$ cat config.mk
export PLATFORM = sky130hd
export DESIGN_NAME = hazard_ctrl
export DESIGN_NICKNAME = d
export VERILOG_FILES = /design/src/rtl/hazard_ctrl_pkg.sv /design/src/rtl/hazard_ctrl_md_busy_ctrl.sv /design/src/rtl/hazard_ctrl.sv
export SDC_FILE = /design/constraint.sdc
export NUM_CORES = 1
export LEC_CHECK = 0
export BUFFER_PORTS_ARGS = -buffer_cell sky130_fd_sc_hd__buf_4
export CORE_MARGIN = 2
export CORE_UTILIZATION = 45
export CTS_CLUSTER_DIAMETER = 50
export CTS_CLUSTER_SIZE = 28
export DETAILED_ROUTE_END_ITERATION = 10
export GPL_ROUTABILITY_DRIVEN = 1
export GPL_TIMING_DRIVEN = 0
export PLACE_DENSITY_LB_ADDON = 0.15
export REMOVE_ABC_BUFFERS = 1
export SLEW_MARGIN = 20
export SYNTH_ARGS = -nofsm -noshare
export SYNTH_HDL_FRONTEND = slang
export SYNTH_SLANG_ARGS = --single-unit
$ cat constraint.sdc
create_clock -name clk -period 2.8 [get_ports clk]
set_clock_uncertainty 0.15 [all_clocks]
set_input_delay 0.28 -clock clk [delete_from_list [all_inputs] [get_ports clk]]
set_output_delay 0.28 -clock clk [all_outputs]
set_load 0.05 [all_outputs]
$ cat src/rtl/hazard_ctrl_pkg.sv
// Shared encodings, shadow-stage records and small helpers for the hazard unit.
package hazard_ctrl_pkg;

  // Forwarding mux select codes
  localparam logic [1:0] FWD_RF = 2'd0;
  localparam logic [1:0] FWD_E  = 2'd1;
  localparam logic [1:0] FWD_M  = 2'd2;
  localparam logic [1:0] FWD_W  = 2'd3;

  // Tuse 3 means the operand is never read
  localparam logic [1:0] TUSE_NONE = 2'd3;

  typedef enum logic [1:0] {
    MD_NONE = 2'd0,
    MD_MULT = 2'd1,
    MD_DIV  = 2'd2,
    MD_RSVD = 2'd3
  } md_op_e;

  typedef struct packed {
    logic [4:0] rs;
    logic [4:0] rt;
    logic [4:0] wba;
    logic [1:0] tnew;
  } e_slot_t;

  typedef struct packed {
    logic [4:0] rt;
    logic [4:0] wba;
    logic [1:0] tnew;
  } m_slot_t;

  function automatic logic [1:0] sat_dec2(input logic [1:0] x);
    return (x == 2'd0) ? 2'd0 : x - 2'd1;
  endfunction

  // A producer matches a source only when it really writes a register ($0 excluded)
  function automatic logic hit(input logic [4:0] wba, input logic [4:0] src);
    return (wba != 5'd0) && (wba == src);
  endfunction

  // D-stage select, youngest ready producer wins
  function automatic logic [1:0] fwd_d(input logic [4:0] src, input e_slot_t e,
                                       input m_slot_t m, input logic [4:0] w_wba);
    if (hit(e.wba, src) && e.tnew == 2'd0) return FWD_E;
    if (hit(m.wba, src) && m.tnew == 2'd0) return FWD_M;
    if (hit(w_wba, src))                   return FWD_W;
    return FWD_RF;
  endfunction

  // E-stage select, producers in M or W only
  function automatic logic [1:0] fwd_e(input logic [4:0] src, input m_slot_t m,
                                       input logic [4:0] w_wba);
    if (hit(m.wba, src) && m.tnew == 2'd0) return FWD_M;
    if (hit(w_wba, src))                   return FWD_W;
    return FWD_RF;
  endfunction

endpackage

$ cat src/rtl/hazard_ctrl_md_busy_ctrl.sv
// Mult/div occupancy counter and the HI/LO stall term for the D instruction.
module md_busy_ctrl
  import hazard_ctrl_pkg::*;
#(
  parameter int MULT_LAT = 5,
  parameter int DIV_LAT  = 10,
  parameter int CNT_W    = 4
) (
  input  logic       clk,
  input  logic       reset,
  input  logic [1:0] md_op_E,
  input  logic       md_use_D,
  output logic       md_busy,
  output logic       md_stall
);

  logic [CNT_W-1:0] cnt;
  logic             md_start;

  assign md_start = (md_op_E == MD_MULT) || (md_op_E == MD_DIV);
  assign md_busy  = (cnt != '0);
  // The op still sitting in E counts as busy too, so a HI/LO user never slips past it
  assign md_stall = md_use_D && (md_start || md_busy);

  // Reload on every new mult/div (even mid-operation), otherwise count down to zero
  always_ff @(posedge clk) begin
    if (!reset)                    cnt <= '0;
    else if (md_op_E == MD_MULT)   cnt <= CNT_W'(MULT_LAT);
    else if (md_op_E == MD_DIV)    cnt <= CNT_W'(DIV_LAT);
    else if (cnt != '0)            cnt <= cnt - 1'b1;
  end

endmodule

$ cat src/rtl/hazard_ctrl.sv
// Hazard unit for the 5-stage core: shadow pipeline of destinations/Tnew,
// stall generation and forwarding selects for the D, E and M stages.
module hazard_ctrl
  import hazard_ctrl_pkg::*;
#(
  parameter int MULT_LAT = 5,
  parameter int DIV_LAT  = 10,
  parameter int CNT_W    = 4
) (
  input  logic       clk,
  input  logic       reset,
  input  logic [4:0] rs_D,
  input  logic [4:0] rt_D,
  input  logic [1:0] tuse_rs_D,
  input  logic [1:0] tuse_rt_D,
  input  logic [4:0] wba_D,
  input  logic [1:0] tnew_D,
  input  logic       md_use_D,
  input  logic [1:0] md_op_E,
  output logic       stall,
  output logic [1:0] fwd_rs_D,
  output logic [1:0] fwd_rt_D,
  output logic [1:0] fwd_rs_E,
  output logic [1:0] fwd_rt_E,
  output logic       fwd_rt_M,
  output logic       md_busy
);

  e_slot_t    e_q;
  m_slot_t    m_q;
  logic [4:0] w_wba;
  logic       md_stall;
  logic       data_stall;

  md_busy_ctrl #(
    .MULT_LAT (MULT_LAT),
    .DIV_LAT  (DIV_LAT),
    .CNT_W    (CNT_W)
  ) u_md (
    .clk      (clk),
    .reset    (reset),
    .md_op_E  (md_op_E),
    .md_use_D (md_use_D),
    .md_busy  (md_busy),
    .md_stall (md_stall)
  );

  // Shadow pipeline advances every cycle; a stall pushes a bubble into E
  always_ff @(posedge clk) begin
    if (!reset) begin
      e_q   <= '0;
      m_q   <= '0;
      w_wba <= '0;
    end else begin
      e_q   <= stall ? '0 : '{rs: rs_D, rt: rt_D, wba: wba_D, tnew: tnew_D};
      m_q   <= '{rt: e_q.rt, wba: e_q.wba, tnew: sat_dec2(e_q.tnew)};
      w_wba <= m_q.wba;
    end
  end

  // Stall when an in-flight result will not be ready by the time D needs it
  always_comb begin
    data_stall = 1'b0;
    if (hit(e_q.wba, rs_D) && e_q.tnew > tuse_rs_D) data_stall = 1'b1;
    if (hit(m_q.wba, rs_D) && m_q.tnew > tuse_rs_D) data_stall = 1'b1;
    if (hit(e_q.wba, rt_D) && e_q.tnew > tuse_rt_D) data_stall = 1'b1;
    if (hit(m_q.wba, rt_D) && m_q.tnew > tuse_rt_D) data_stall = 1'b1;
    stall = data_stall | md_stall;
  end

  // Forwarding selects, purely from the shadow state and current D sources
  always_comb begin
    fwd_rs_D = fwd_d(rs_D, e_q, m_q, w_wba);
    fwd_rt_D = fwd_d(rt_D, e_q, m_q, w_wba);
    fwd_rs_E = fwd_e(e_q.rs, m_q, w_wba);
    fwd_rt_E = fwd_e(e_q.rt, m_q, w_wba);
    fwd_rt_M = hit(w_wba, m_q.rt);
  end

endmodule

==> impl_metrics.yaml <==
hold_path:
  hp-class: "input pin to register"
  worstHoldPathCells: 3
synthesis:
  ys_warn_count: 0
  synthAdderAreaFrac: 0.0683
  syn-instance-count: 263
  synth_cell_types: 38
  syn-cell-area_um2: 2380
  yosysTopAreaCell: "dfxtp_1"
  ys_seq_area_frac: 0.319
  synth.area.top_cells: "dfxtp_1, xor2_1, xnor2_1, ha_1, nor4_2"
  ys_ff_latch: 38
  synth_top_family_by_area: "simple AND/OR/NAND/NOR gates"
  synth_compound_area_frac: 0.0799
  synth_simple_gate_area_frac: 0.257
  synth_xor_area_frac: 0.206
  synthMuxAreaShare: 0.00420
  synth_top_area_frac: 0.319
  syn_area_per_cell_um2: 9.05
finish:
  nFillCells: 492
  finalNetCount: 329
  drive_gt1_frac: 0.254
  utilization: 0.541
  syn_to_final_growth_pct: 16.1
  fin_area_um2: 2770
  diodes: 0
timing:
  worstMarginPinSlew_ps: 656
  fmax_mhz: 381
  period_share: 0.938
  finalHoldViolations: 0
  rsz0062_at_grt: "false"
  final_max_slew_viol_count: 0
  slew_headroom: 0.559
  fin_crit_ps: 2630
  setup-violations-final: 0
  setup_tns_ps: 0
route:
  dr_wl_met2_um: 2420
  drtIter0Drc: 82
  drt-met1-wl_um: 2350
  num_vias: 1803
  first_pass_iters: 4
  wl_met3_um: 138
  wl_um: 5000
  avgViaCountPerCell: 4.99
  final_antenna_net_count: 0
  top_layer: "met4"
  post_drt_wl_per_cell_um: 13.9
  drcViolationCount: 0
global_routing:
  track_usage: 0.179
  grt_pass1_wl_um: 8340
  grt-ovfl-total: 0
  antenna_found_initial: 0
  grt_pass1_vias: 1757
  grt_max_degree: 37
run_status:
  status: "finished, final reports clean"
critical_path:
  cp_max_fo: 4
  rr_startpoint: "e_q[3]"
  worst_setup_path_start_kind: "register"
  worstPathRequired_ps: 2370
  r2r_cells: 6
  worst_r2r_endpoint: "e_q[0]"
  cp-endpoint: "stall"
  cp-end-kind: "primary output"
  r2r_setup_slack_ps: 700
  worst-setup-path-type: "register to primary output"
  crit_path_start: "e_q[3]"
  path_cells: "or4_1 -> nor2_1 -> a211o_1 -> o22ai_4 -> or3_1 -> buf_4"
  critPathMaxStageDelay_ps: 550
  cp_slowest_cell: "or4_1"
  worstPathArrival_ps: 2200
clock_tree:
  clockRootBuffer: "clkbuf_8"
  clk_pin_slew_worst_paths_ps: 70
  cts_sinks: 38
  cts_tree: "done"
  clock_latency_ps: 290
  numCtsBuffers: 5
  clock_path_buffers: 2
  htree_levels: 2
floorplanning:
  std_cell_rows: 26
  die_x_um: 76.7
  die_height_um: 76.7
  dieArea_um2: 5890
  core_um2: 5110
  start_util: 0.466
  ios: 37
pwr:
  power_density_nw_per_um2: 507
  p_leak_uw: 0.00123
  ir_worst_vdd_mv: 0.326
place:
  routabilityCongestion: 0.829
  portBuffers: 36
  place_area_um2: 2640
  post-dp-hpwl_um: 3690
flow_run:
  max-cap-violations: 0
state kept, by name, summed over array words and instances (netlist names):
signal / count
m_q: 12
e_q: 17
u_md.cnt: 4
w_wba: 5
cells in the mapped netlist:
cell,instances
dfxtp_1,38
xor2_1,30
xnor2_1,26
nand2_1,18
and2_1,16
inv_1,15
nor2_1,14
nor4_1,14
ha_1,13
nand3_1,11
nor4_2,9
a21oi_1,8
clkbuf_1,8
nor3_1,5
buf_2,3
buf_6,3
a211o_1,2
a31o_2,2
buf_1,2
nand2b_1,2
o211a_1,2
o22ai_1,2
o22ai_4,2
or2_2,2
or3_1,2
or4_1,2
a211o_2,1
a211o_4,1
a221o_1,1
and2_2,1
buf_4,1
clkbuf_2,1
mux2i_1,1
nor2_4,1
nor4_4,1
o21ai_0,1
or3_2,1
or4_4,1
where the power goes:
| group | internal [uW] | total (uW) | switching, uW | leakage [uW] |
|---|---|---|---|---|
| Clock | 198 | 382 | 184 | 0.0000482 |
| Sequential | 579 | 618 | 39.4 | 0.000313 |
| Combinational | 175 | 402 | 227 | 0.000865 |
| Total | 952 | 1400 | 450 | 0.00123 |
worst max-delay path: cells and delay by family, from the launching register on:
family / cells / cell delay (ps)
buffers and inverters: 1 / 200
and+or+nand+nor: 3 / 1080
AOI/OAI and AO/OA: 2 / 290
DFF: 1 / 350
cell type report:
type                       count  area [um^2]  area share
sequential                    38          766       0.277
multi-input combinational    192         1480       0.535
tap                           70         87.6      0.0317
clock inverter                 1         5.00     0.00181
timing repair buffer          38          285       0.103
clock buffer                   7         86.3      0.0312
inverter                      15         56.3      0.0204
placed cells by master (no fill, tap or decap), types with 4 or more instances in the layout:
| cell type | synthesis | layout |
|---|---|---|
| clkbuf_8 | 0 | 6 |
| a21oi_1 | 8 | 8 |
| nand3_1 | 11 | 11 |
| dfxtp_2 | 0 | 4 |
| buf_4 | 1 | 38 |
| dfxtp_1 | 38 | 34 |
| xnor2_1 | 26 | 26 |
| nor3_1 | 5 | 5 |
| inv_1 | 15 | 15 |
| xor2_1 | 30 | 30 |
| nor4_2 | 9 | 11 |
| and2_1 | 16 | 15 |
| ha_1 | 13 | 13 |
| nor4_1 | 14 | 12 |
| nor2_1 | 14 | 14 |
| nand2_1 | 18 | 18 |
stage by stage:
step,std cells,setup WS (ps),power [uW],hold slack (ps)
after floorplan,245,148,907,242
after global placement,351,298,1020,255
after detailed placement,351,305,1030,252
after CTS,361,53.9,1410,64.1
after global routing,361,45.4,1480,73.9
final,361,173,1400,70.1
timing repair:
| action | in CTS | in global routing |
|---|---|---|
| hold buffers | 0 | 0 |
| setup buffers | 2 | 0 |
| pin swaps | 2 | 0 |
| setup endpoints to repair | 1 | 6 |
| resized for setup | 1 | 6 |
routing by layer:
metal | vias to the layer above | track usage
li1 | 937 | -
met4 | 0 | 0.0800
met5 | - | 0
met3 | 9 | 0.0306
met2 | 34 | 0.306
met1 | 823 | 0.220
how the worst min path moves through the flow:
stage,start,end,slack (ps)
2_1_floorplan,e_q[0],m_q[0],240
3_3_place_gp,e_q[0],m_q[0],260
3_5_place_dp,e_q[0],m_q[0],250
4_1_cts,wba_D[3],e_q[5],60
5_1_grt,wba_D[3],e_q[5],70
6_report,wba_D[3],e_q[5],70
kinds of logic after synthesis:
family	Yosys count
adders and majority gates	13
AOI/OAI and AO/OA	22
buffers and inverters	33
and+or+nand+nor	100
DFF	38
xor gates and xnor gates	56
muxes	1
(Power assumes the default switching activity.)
